[config.mk]
export PLATFORM = sky130hd
export DESIGN_NAME = spi_apb_arbiter
export DESIGN_NICKNAME = d
export VERILOG_FILES = /design/src/rtl/spi_apb_arbiter.sv
export SDC_FILE = /design/constraint.sdc
export NUM_CORES = 1
export LEC_CHECK = 0
export CAP_MARGIN = 10
export CORE_MARGIN = 2
export CORE_UTILIZATION = 29
export DETAILED_ROUTE_END_ITERATION = 12
export GPL_TIMING_DRIVEN = 0
export PLACE_DENSITY = 0.77
export SYNTH_ARGS = -nofsm -noshare
export SYNTH_HDL_FRONTEND = slang
export SYNTH_SLANG_ARGS = --single-unit
[constraint.sdc]
create_clock -name clk -period 1.4 [get_ports clk]
set_input_delay 0.35 -clock clk [delete_from_list [all_inputs] [get_ports clk]]
set_output_delay 0.35 -clock clk [all_outputs]
set_load 0.02 [all_outputs]
[src/rtl/spi_apb_arbiter.sv]
// Two-port round-robin APB arbiter in front of the SPI bridge slave port.
// Define SPI_ARB_FIXED_PRIO_EN for fixed priority (port 0 wins every tie).
`timescale 1ns/1ps

`ifndef P_ADDR_W
`define P_ADDR_W 32
`endif
`ifndef P_DATA_W
`define P_DATA_W 32
`endif
`ifndef P_STRB_W
`define P_STRB_W 4
`endif

module spi_apb_arbiter #(
    parameter int ADDR_W = `P_ADDR_W,
    parameter int DATA_W = `P_DATA_W,
    parameter int STRB_W = `P_STRB_W
) (
    input  logic              clk,
    input  logic              resetn,
    input  logic [ADDR_W-1:0] s0_paddr,
    input  logic              s0_psel,
    input  logic              s0_penable,
    input  logic [2:0]        s0_pprot,
    input  logic              s0_pwrite,
    input  logic [DATA_W-1:0] s0_pwdata,
    input  logic [STRB_W-1:0] s0_pstrb,
    output logic              s0_pready,
    output logic [DATA_W-1:0] s0_prdata,
    output logic              s0_pslverr,
    input  logic [ADDR_W-1:0] s1_paddr,
    input  logic              s1_psel,
    input  logic              s1_penable,
    input  logic [2:0]        s1_pprot,
    input  logic              s1_pwrite,
    input  logic [DATA_W-1:0] s1_pwdata,
    input  logic [STRB_W-1:0] s1_pstrb,
    output logic              s1_pready,
    output logic [DATA_W-1:0] s1_prdata,
    output logic              s1_pslverr,
    output logic [ADDR_W-1:0] m_paddr,
    output logic [2:0]        m_pprot,
    output logic              m_pwrite,
    output logic [DATA_W-1:0] m_pwdata,
    output logic [STRB_W-1:0] m_pstrb,
    output logic              m_psel,
    output logic              m_penable,
    input  logic              m_pready,
    input  logic [DATA_W-1:0] m_prdata,
    input  logic              m_pslverr
);

    localparam logic [1:0] ST_IDLE   = 2'd0;
    localparam logic [1:0] ST_SETUP  = 2'd1;
    localparam logic [1:0] ST_ACCESS = 2'd2;

    logic [1:0]        r_state;
    logic              r_gnt;
    logic [ADDR_W-1:0] r_paddr;
    logic [2:0]        r_pprot;
    logic              r_pwrite;
    logic [DATA_W-1:0] r_pwdata;
    logic [STRB_W-1:0] r_pstrb;

    logic w_any_req;
    logic w_gnt_nxt;
    logic w_access;
    logic w_sel0;
    logic w_sel1;

    assign w_any_req = s0_psel | s1_psel;

`ifdef SPI_ARB_FIXED_PRIO_EN
    assign w_gnt_nxt = ~s0_psel;
`else
    logic r_last;

    // The port not served last wins a tie; r_last=1 lets port 0 take the first one.
    assign w_gnt_nxt = (s0_psel & s1_psel) ? ~r_last : ~s0_psel;

    always_ff @(posedge clk or negedge resetn) begin
        if (!resetn) begin
            r_last <= 1'b1;
        end else if (r_state == ST_IDLE && w_any_req) begin
            r_last <= w_gnt_nxt;
        end
    end
`endif

    always_ff @(posedge clk or negedge resetn) begin
        if (!resetn) begin
            r_state  <= ST_IDLE;
            r_gnt    <= 1'b0;
            r_paddr  <= '0;
            r_pprot  <= '0;
            r_pwrite <= 1'b0;
            r_pwdata <= '0;
            r_pstrb  <= '0;
        end else begin
            case (r_state)
                ST_IDLE: begin
                    if (w_any_req) begin
                        r_state  <= ST_SETUP;
                        r_gnt    <= w_gnt_nxt;
                        r_paddr  <= w_gnt_nxt ? s1_paddr  : s0_paddr;
                        r_pprot  <= w_gnt_nxt ? s1_pprot  : s0_pprot;
                        r_pwrite <= w_gnt_nxt ? s1_pwrite : s0_pwrite;
                        r_pwdata <= w_gnt_nxt ? s1_pwdata : s0_pwdata;
                        r_pstrb  <= w_gnt_nxt ? s1_pstrb  : s0_pstrb;
                    end
                end
                ST_SETUP:  r_state <= ST_ACCESS;
                ST_ACCESS: if (m_pready) r_state <= ST_IDLE;
                default:   r_state <= ST_IDLE;
            endcase
        end
    end

    assign w_access = (r_state == ST_ACCESS);
    assign w_sel0   = w_access & ~r_gnt;
    assign w_sel1   = w_access &  r_gnt;

    assign m_psel    = (r_state != ST_IDLE);
    assign m_penable = w_access;
    assign m_paddr   = r_paddr;
    assign m_pprot   = r_pprot;
    assign m_pwrite  = r_pwrite;
    assign m_pwdata  = r_pwdata;
    assign m_pstrb   = r_pstrb;

    // A requester that has dropped psel gets no pready; its response is discarded.
    assign s0_pready  = w_sel0 & m_pready & s0_psel & s0_penable;
    assign s1_pready  = w_sel1 & m_pready & s1_psel & s1_penable;
    assign s0_prdata  = w_sel0 ? m_prdata : '0;
    assign s1_prdata  = w_sel1 ? m_prdata : '0;
    assign s0_pslverr = w_sel0 & m_pslverr;
    assign s1_pslverr = w_sel1 & m_pslverr;

endmodule

==> results.md <==
* Slowest stage delay, CP at roughly 0.41 ns
* Register area share after synthesis at 0.417
* Clock transition at path regs at about 0.06 ns
* Area grow syn2layout at 95.1%
* Maximum VDD drop at between 0.9 and 1 mV
* Worst skew pair latency at 0.34 ns
* Worst Setup Start Kind: register
* Cells after Synth at 512
* Vias in the first global route at approximately 5.4k
* # port buffers at approximately 330
* Vias/cell at roughly 5
* Drt drc at 0
* Fin nets at ~1.0k
* Failing checks: negative setup slack
* DRT iter0 DRCs at 246
* Antenna Nets Post-Route at 0
* Max frequency at 513 MHz
* Dpl cell area at around 0.008 sq mm
* GPL Wtd Cong at 0.794
* Share of layout cells above drive strength 1 at 0.400
* Via count at between 5k and 6k
* Layout fillers at roughly 1.4k
* Crit path buf inv count at 3
* Power Density at around 1900 mW/mm^2
* Grt met3 use at 0.0545
* Relative slew slack at 0.635
* CP dominant cell by count: buf_6
* Post-Syn Nets at just under 700
* Critical path origin: r_state[0]
* Mapped cell area at 0.00456 sq mm
* RR Endpoint: m_pwdata[6]
* Final TNS setup at -32.45 ns
* Final WL at 20,100 um
* First-pass GRT wire length at a little under 30,000 um
* Crit path arrival time at 1.60 ns
* Yosys warns at 0
* Setup crit end kind: primary output
* RSZ-0062 raised after global routing: true
* # H-tree levels at 3
* Placed wire-length estimate at about 15,000 um
* Fin crit share at 1.39
* Worst-Margin Slew at between 0.5 and 0.6 ns
* Status: complete, but fails checks
* Setup Skew at roughly 0.0085 ns
* Die extent in x at between 100 and 150 um
* CTS root buffer: clkbuf_16
* 1st-pass router iterations at 4
* Grt ovf at 0
* GRT busiest layer: met2
* Synth Register Bits at 76
* Top-area cell type share of the netlist area at 0.412
* Max Cap Viol at 0
* Unique masters post-synth at 22
* GR Util met2 at 0.420
* CTS sink count at 76
* Initial antenna violation count at 1
* Final hold violations at 0
* R2R depth at 5
* CP Cell Sequence: nand2b_4, nor2_4, buf_12, buf_6, and4_4, buf_6
* Routed length per instance at roughly 19 um
* Final Max Slew Viols at 0
* CTS buffer count at 9
* Die Y-Extent at approximately 130 um
* Die Area at about 0.017 sq mm
* Leak Pwr at between 3 and 4 nW
* Core region area at between 0.015 and 0.02 sq mm
* Delay-heaviest family, CP: simple AND/OR/NAND/NOR gates
* CP max stage cell: dfrtp_1
* CP required at ~1.1 ns
* Hold/Removal Path Class: primary input to async pin
* Post-Syn Area per Cell at ~9 sq um
* Critical path type: register to primary output
* Fin crit period at just under 2 ns
* Num rows at 45
* Crit path max fanout at 8
* Top cells by area, synth: dfrtp_1 (41%), a31oi_2 (14%), nand3_1 (8.0%)
* Setup Viol. Count Final at 70
* M1 GR Usage at 0.254
* Starting density of the core at 0.299
* Ports at ~330
* Fin area at a little under 0.009 sq mm
* Largest net degree at the start of global routing at 51
* Setup slack after layout at -0.548 ns
* R2r setup slk at roughly 0.020 ns
* Post-synth top area cell: dfrtp_1
* GRT Total Usage at 0.228
* FF-to-FF Start: r_last
* CTS tree: done
* Longest Clk Path Bufs at 2
==> layout by cell type (no fill, tap or decap), drive strengths merged, types with 3 or more instances in the layout <==
| master | synthesis | layout |
|---|---|---|
| and2 | 35 | 35 |
| and3 | 33 | 33 |
| nand2b | 3 | 3 |
| buf | 12 | 110 |
| clkdlybuf4s50 | 0 | 180 |
| dfrtp | 75 | 75 |
| clkbuf | 52 | 92 |
| o21ai | 73 | 73 |
| a31oi | 72 | 72 |
| nand3 | 73 | 73 |
| a21oi | 72 | 72 |
| clkdlybuf4s15 | 0 | 32 |
==> through the flow <==
| stage | power (mW) | std cells | worst slack (ns) | hold WS (ns) | utilization |
|---|---|---|---|---|---|
| final | 17.0 | 1080 | -0.548 | 0.477 | 0.583 |
| after CTS | 17.0 | 1076 | -0.555 | 0.466 | 0.582 |
| after global placement | 14.0 | 1048 | -2.80 | 0.497 | 0.537 |
| after floorplan | 9.50 | 512 | -0.0521 | 0.0544 | - |
| after global routing | 18.0 | 1080 | -0.610 | 0.505 | 0.583 |
| after detailed placement | 14.1 | 1049 | -1.25 | 0.290 | 0.539 |
==> sequential cells by signal, indices dropped and copies added, names as in the netlist <==
signal	flops
m_paddr	32
m_pprot	3
m_pstrb	4
m_pwdata	32
m_pwrite	1
r_gnt	1
r_last	1
r_state	2
==> layout make-up <==
cell class | count | area [sq um] | area share
repair buffers | 340 | 3200 | 0.360
multi-input cells | 369 | 2600 | 0.292
flip-flops and latches | 76 | 1910 | 0.214
plain buffers | 64 | 576 | 0.0647
well taps | 211 | 264 | 0.0297
clock buffers | 11 | 243 | 0.0273
clock inverters | 5 | 85.1 | 0.00957
inverters | 3 | 17.5 | 0.00197
diodes | 1 | 2.50 | 0.000281
==> logic make-up after synthesis <==
family,Yosys count,synth area share
compound gates,219,0.330
simple gates,150,0.186
buf+inv,67,0.0664
flops,76,0.417
==> report_power, final <==
group / switching (mW) / internal, mW
logic: 5.72 / 4.70
clock network: 0.973 / 1.62
registers: 0.682 / 3.34
total: 7.37 / 9.66
==> worst register-to-register path, stage by stage (launching register included) <==
cell	delay [ns]
dfstp_2	0.54
nor2b_1	0.05
buf_4	0.18
buf_4	0.20
o21ai_1	0.18
a31oi_2	0.12
==> synth_stat cells <==
| master | count |
|---|---|
| a31oi_1 | 22 |
| and2_1 | 34 |
| nor2b_1 | 1 |
| buf_1 | 1 |
| and2_4 | 1 |
| dfstp_2 | 1 |
| buf_2 | 5 |
| a21oi_1 | 72 |
| or2_1 | 1 |
| a31oi_2 | 50 |
| buf_6 | 6 |
| and4_1 | 2 |
| o21ai_0 | 73 |
| clkbuf_1 | 52 |
| nand2b_1 | 3 |
| inv_2 | 2 |
| inv_1 | 1 |
| and3_1 | 33 |
| nand3_1 | 73 |
| nor2_1 | 2 |
| dfrtp_1 | 75 |
| o21a_1 | 2 |
==> metal layers <==
metal	vias to the layer above	routed length, um
li1	2601	-
met1	2585	7520
met2	249	10500
met3	40	1420
met4	0	637
met5	-	0
==> worst max-delay path by stage <==
stage / to / slack [ns] / cells past startpoint
finish: s0_pready / -0.55 / 6
global route: s0_pready / -0.61 / 6
CTS: s0_pready / -0.56 / 6
detailed placement: s0_pready / -1.25 / 5
global placement: m_pwrite / -2.80 / 1
floorplan: s1_prdata[10] / -0.05 / 4
==> what timing repair did <==
item / 4_1_cts / 5_1_grt
hold buffers: 1 / 0
pin swaps: 25 / 14
endpoints found under the hold margin: 26 / 0
setup endpoints to repair: 217 / 191
buffers inserted: 7 / 2
gates cloned: 3 / 1
gates resized for setup: 664 / 169
(Power assumes the default switching activity.)
